**src/rtl/sequenced_decoder_pkg.sv**
```systemverilog
// Shared types and constants for the sequenced decoder.
//   state_t   : controller state encoding (IDLE / HOLD / SCAN)
//   MODE_HOLD : mode input value selecting direct decode
//   MODE_SCAN : mode input value selecting stepped scan
package sequenced_decoder_pkg;

  typedef enum logic [1:0] {
    ST_IDLE = 2'd0,
    ST_HOLD = 2'd1,
    ST_SCAN = 2'd2
  } state_t;

  localparam logic MODE_HOLD = 1'b0;
  localparam logic MODE_SCAN = 1'b1;

endpackage

```
**src/rtl/sequenced_decoder_onehot_decode.sv**
```systemverilog
// Combinational address-to-one-hot decoder.
//   addr : ADDR_W-bit address
//   en   : 0 forces the whole vector to zero
//   oh   : 2**ADDR_W-bit one-hot result, bit k set when addr == k
module onehot_decode #(
  parameter int ADDR_W = 3,
  localparam int OUT_W = 2**ADDR_W
) (
  input  logic [ADDR_W-1:0] addr,
  input  logic              en,
  output logic [OUT_W-1:0]  oh
);

  for (genvar k = 0; k < OUT_W; k++) begin : g_bit
    assign oh[k] = en && (addr == ADDR_W'(k));
  end

endmodule

```
**src/rtl/sequenced_decoder.sv**
```systemverilog
// Sequenced one-hot decoder: holds a directly loaded address or scans
// upward from a loaded start address, one position per step.
//   clk, rst_n : clock (rising edge), asynchronous active-low reset
//   enable     : gates out only; state and position keep running
//   clear      : synchronous return to IDLE (highest priority)
//   load       : capture address and mode (beats step)
//   mode       : MODE_HOLD direct decode, MODE_SCAN stepped scan
//   step       : advance scan position (SCAN only)
//   address    : start / direct address
//   out        : registered one-hot of cur_addr, zero in IDLE or when gated
//   cur_addr   : registered current position
//   active     : registered, 1 when not IDLE
//   wrap       : one-cycle pulse when the scan passes the last position
module sequenced_decoder
  import sequenced_decoder_pkg::*;
#(
  parameter int ADDR_W       = 3,
  parameter bit STOP_AT_WRAP = 1'b0,
  localparam int OUT_W       = 2**ADDR_W
) (
  input  logic              clk,
  input  logic              rst_n,
  input  logic              enable,
  input  logic              clear,
  input  logic              load,
  input  logic              mode,
  input  logic              step,
  input  logic [ADDR_W-1:0] address,
  output logic [OUT_W-1:0]  out,
  output logic [ADDR_W-1:0] cur_addr,
  output logic              active,
  output logic              wrap
);

  localparam logic [ADDR_W-1:0] LAST = ADDR_W'(OUT_W-1);

  state_t             state, nxt_state;
  logic [ADDR_W-1:0]  nxt_addr;
  logic               nxt_wrap;
  logic [OUT_W-1:0]   nxt_out;

  always_ff @(posedge clk or negedge rst_n) begin
    if (!rst_n) begin
      state    <= ST_IDLE;
      cur_addr <= '0;
      out      <= '0;
      active   <= 1'b0;
      wrap     <= 1'b0;
    end else begin
      state    <= nxt_state;
      cur_addr <= nxt_addr;
      out      <= nxt_out;
      active   <= (nxt_state != ST_IDLE);
      wrap     <= nxt_wrap;
    end
  end

  always_comb begin
    nxt_state = state;
    nxt_addr  = cur_addr;
    nxt_wrap  = 1'b0;
    if (clear) begin
      nxt_state = ST_IDLE;
      nxt_addr  = '0;
    end else if (load) begin
      nxt_addr  = address;
      nxt_state = (mode == MODE_SCAN) ? ST_SCAN : ST_HOLD;
    end else if (step && state == ST_SCAN) begin
      if (cur_addr == LAST) begin
        nxt_wrap = 1'b1;
        // Stop mode parks on the last position so software can see where it ended.
        if (STOP_AT_WRAP) nxt_state = ST_IDLE;
        else              nxt_addr  = '0;
      end else begin
        nxt_addr = cur_addr + 1'b1;
      end
    end
  end

  // Decode the next position so out lines up with cur_addr on the same edge.
  onehot_decode #(.ADDR_W(ADDR_W)) u_dec (
    .addr (nxt_addr),
    .en   (enable && (nxt_state != ST_IDLE)),
    .oh   (nxt_out)
  );

endmodule
```
**config.mk**
```make
export PLATFORM = sky130hd
export DESIGN_NAME = sequenced_decoder
export DESIGN_NICKNAME = d
export VERILOG_FILES = /design/src/rtl/sequenced_decoder_pkg.sv /design/src/rtl/sequenced_decoder_onehot_decode.sv /design/src/rtl/sequenced_decoder.sv
export SDC_FILE = /design/constraint.sdc
export NUM_CORES = 1
export LEC_CHECK = 0
export ABC_AREA = 1
export BUFFER_PORTS_ARGS = -buffer_cell sky130_fd_sc_hd__buf_4
export CORE_ASPECT_RATIO = 1.2
export CORE_UTILIZATION = 42
export DETAILED_ROUTE_END_ITERATION = 6
export HOLD_SLACK_MARGIN = 0.02
export PLACE_DENSITY = 0.83
export SLEW_MARGIN = 30
export SYNTH_ARGS = -nofsm -noshare
export SYNTH_HDL_FRONTEND = slang
export SYNTH_SLANG_ARGS = --single-unit
```
**constraint.sdc**
```tcl
create_clock -name clk -period 1.2 [get_ports clk]
set_input_delay 0.06 -clock clk [delete_from_list [all_inputs] [get_ports clk]]
set_output_delay 0.06 -clock clk [all_outputs]
set_load 0.01 [all_outputs]
```
==> impl_metrics.yaml <==
setup_path:
  required_ns: 1.42
  crit_slowest_cell: "dfrtp_1"
  path_max_fanout: 4
  end_kind: "flop"
  path_buf_inv: 0
  crit_path_start_kind: "flop"
  critPathMaxStageDelay_ns: 0.42
  crit_arrival_ns: 1.62
  path_delay_family: "simple AND/OR/NAND/NOR gates"
  cp_common_cell: "ha_4"
  path_class: "flop to flop"
  crit_chain: "ha_4, ha_4, nand4_1, nand3_2, nand4_2, nor2_1"
sta:
  slew_violations: 0
  setup_slack_ns: -0.1954
  skew_ns: 0.003269
  relSlewSlack: 0.8681
  period_share: 1.163
  min_period_ns: 1.395
  finalHoldViolCount: 0
  setup_viol: 12
  max_freq_mhz: 716.6
  tightest_slew_ns: 0.1972
  rsz0062_at_grt: "yes"
synthesis:
  synthSimpleGateAreaFrac: 0.3499
  synth.area.top_cells: "dfrtp_1 (55%), nor2_1 (8.8%), nand2_2 (7.4%)"
  ys_seq_area_frac: 0.5525
  synth.distinct_cells: 13
  syn_area_per_cell_um2: 9.569
  synth_compound_area_frac: 0.01657
  synthArstFlopShare: 1.000
  synth_xor_xnor_area_share: 0
  synth_top_area_frac: 0.5525
  ys_ff_latch: 15
  yosys_warnings: 0
  muxShareOfSynthArea: 0
  synthTopCellsByCount: "nor2_1 (16), dfrtp_1 (15), nand2_1 (11), nand2_2 (8)"
  yosys.area.top_type: "dfrtp_1"
  synth_cells: 71
  yosysMostFrequentCell: "nor2_1"
  synth_fp_nets: 83
  synth_edf_count: 0
  synth_area_um2: 679.4
  synth-main-ff-cell: "dfrtp_1"
  yosys.area_share.adder: 0.03683
  synth_top_family_by_area: "simple AND/OR/NAND/NOR gates"
place:
  placed_area_um2: 905.9
  port_buffers: 22
  dp_slack_ns: -0.1802
  gp_congestion: 0.7960
  dp_hpwl_mm: 1.106
outcome:
  violations: "negative setup slack"
  status: "finished, violations left"
routing:
  dr.pass1.iters: 4
  routed_via_density: 5.008
  wl_mm: 1.705
  ant_nets: 0
  drc: 0
  num_vias: 621
  routedWlPerCell_um: 13.75
  drt-initial-drc-count: 6
global_route:
  grt_max_degree: 16
  grt_antenna_before_repair: 0
  overflow: 0
  grt_pass1_wl_mm: 2.256
  grt_pass1_vias: 536
  groute.usage.overall: 0.1956
  gr-usage-met1: 0.2208
  grtUsageMet2: 0.3167
  gr-usage-met3: 0.02899
  busiest_layer: "met2"
final_layout:
  antennaDiodeCount: 0
  layout-drive-gt1-share: 0.5981
  multi_input_area_um2: 326.6
  nNetsFinal: 120
  final_area_um2: 1031
  fillCellCount: 113
  syn_to_final_growth_pct: 51.75
  seq_area_um2: 375.4
floorplan:
  dieArea_um2: 1783
  ios: 23
  core-area_um2: 1464
  rows: 15
  start_util: 0.4641
  die_w_um: 38.72
  die_y_um: 46.06
power_and_ir_drop:
  irDropWorstVdd_mv: 0.7188
  total_power_mw: 1.049
  cellPowerDensity_nw_per_um2: 1017
  p_leak_nw: 0.5577
clocking:
  path_clk_slew_ns: 0.09
  cts_tree: "yes"
  clockBufferDepth: 2
  clock_sinks: 15
  ctsRootBufferMaster: "clkbuf_4"
  cts_buffers: 3
  cts_htree_levels: 1
  clock_latency_ns: 0.29
worst_hold_path:
  hold_path.class: "input port to flop"
run:
  cap_violations: 0
==> power breakdown <==
part,internal [mW],leakage (nW),total (mW),switching [mW]
sequential,0.524,0.203,0.538,0.0143
combinational,0.101,0.337,0.219,0.118
clock,0.124,0.0177,0.291,0.167
total,0.750,0.558,1.05,0.299
==> final timing paths <==
check,from,to,slack (ns),depth (start not counted)
worst max-delay path,cur_addr[1],out[4],-0.20,6
worst min-delay path,enable,out[5],0.08,3
worst max register to register,cur_addr[1],out[4],-0.20,6
worst min register to register,state[0],wrap,0.64,3
max in group asynchronous,rst_n,out[3],0.87,2
min in group asynchronous,rst_n,out[6],0.15,2
==> routing by layer <==
layer  wire (um)  part of all wire  up-vias
li1            -                 -      296
met1         676              0.40      291
met2         905              0.53       30
met3          81             0.048        4
met4          42             0.025        0
met5           0                 0        -
==> cell usage in the layout, fill, tap and decap left out, drive strengths merged <==
| master | synthesis | final |
|---|---|---|
| clkbuf | 0 | 3 |
| inv | 8 | 8 |
| buf | 0 | 31 |
| dlygate4sd3 | 0 | 1 |
| dfrtp | 15 | 15 |
| a21boi | 1 | 1 |
| nand4 | 3 | 3 |
| nor2 | 17 | 17 |
| ha | 2 | 2 |
| nand3 | 6 | 6 |
| nand2 | 19 | 19 |
| clkinv | 0 | 1 |
==> worst reg2reg max path: stages (launching register included) <==
cell and delay [ns]:
dfrtp_1 0.42, ha_4 0.18, ha_4 0.25, nand4_1 0.10, nand3_2 0.10, nand4_2 0.13
nor2_1 0.15
==> cell families after synthesis <==
logic type               Yosys count
flip-flops                        15
AND/OR/NAND/NOR                   45
adder cells (fa/ha/maj)            2
AO/OA/AOI/OAI                      1
buffers and inverters              8
==> repair_timing <==
| item | CTS | global route |
|---|---|---|
| pin swaps | 7 | 5 |
| hold endpoints to repair | 15 | 0 |
| hold buffers | 1 | 0 |
| resized for setup | 4 | 10 |
| buffers inserted | 2 | 3 |
| endpoints found under the setup margin | 11 | 11 |
==> stage by stage <==
stage,instances,setup TNS [ns],util,hold WS (ns)
2_1_floorplan,71,-1.012,-,-0.2356
3_3_place_gp,115,-0.9331,0.6188,-0.07993
3_5_place_dp,115,-1.306,0.6188,-0.07609
4_1_cts,122,-1.533,0.6632,0.07935
5_1_grt,124,-2.341,0.7043,0.08122
6_report,124,-1.741,0.7043,0.08205
==> sequential cells by signal, summed over array words and instances, names as in the netlist <==
| name | cells |
|---|---|
| state | 2 |
| wrap | 1 |
| active | 1 |
| out | 8 |
| cur_addr | 3 |
==> cell type report <==
cell class / instances / share of cell area
Clock buffer: 3 / 0.02184
Tap cell: 17 / 0.02063
Clock inverter: 1 / 0.004854
Timing Repair Buffer: 32 / 0.2427
Sequential cell: 15 / 0.3641
Multi-Input combinational cell: 48 / 0.3167
Inverter: 8 / 0.02913
Note: power is estimated with default switching activity, not from simulation.
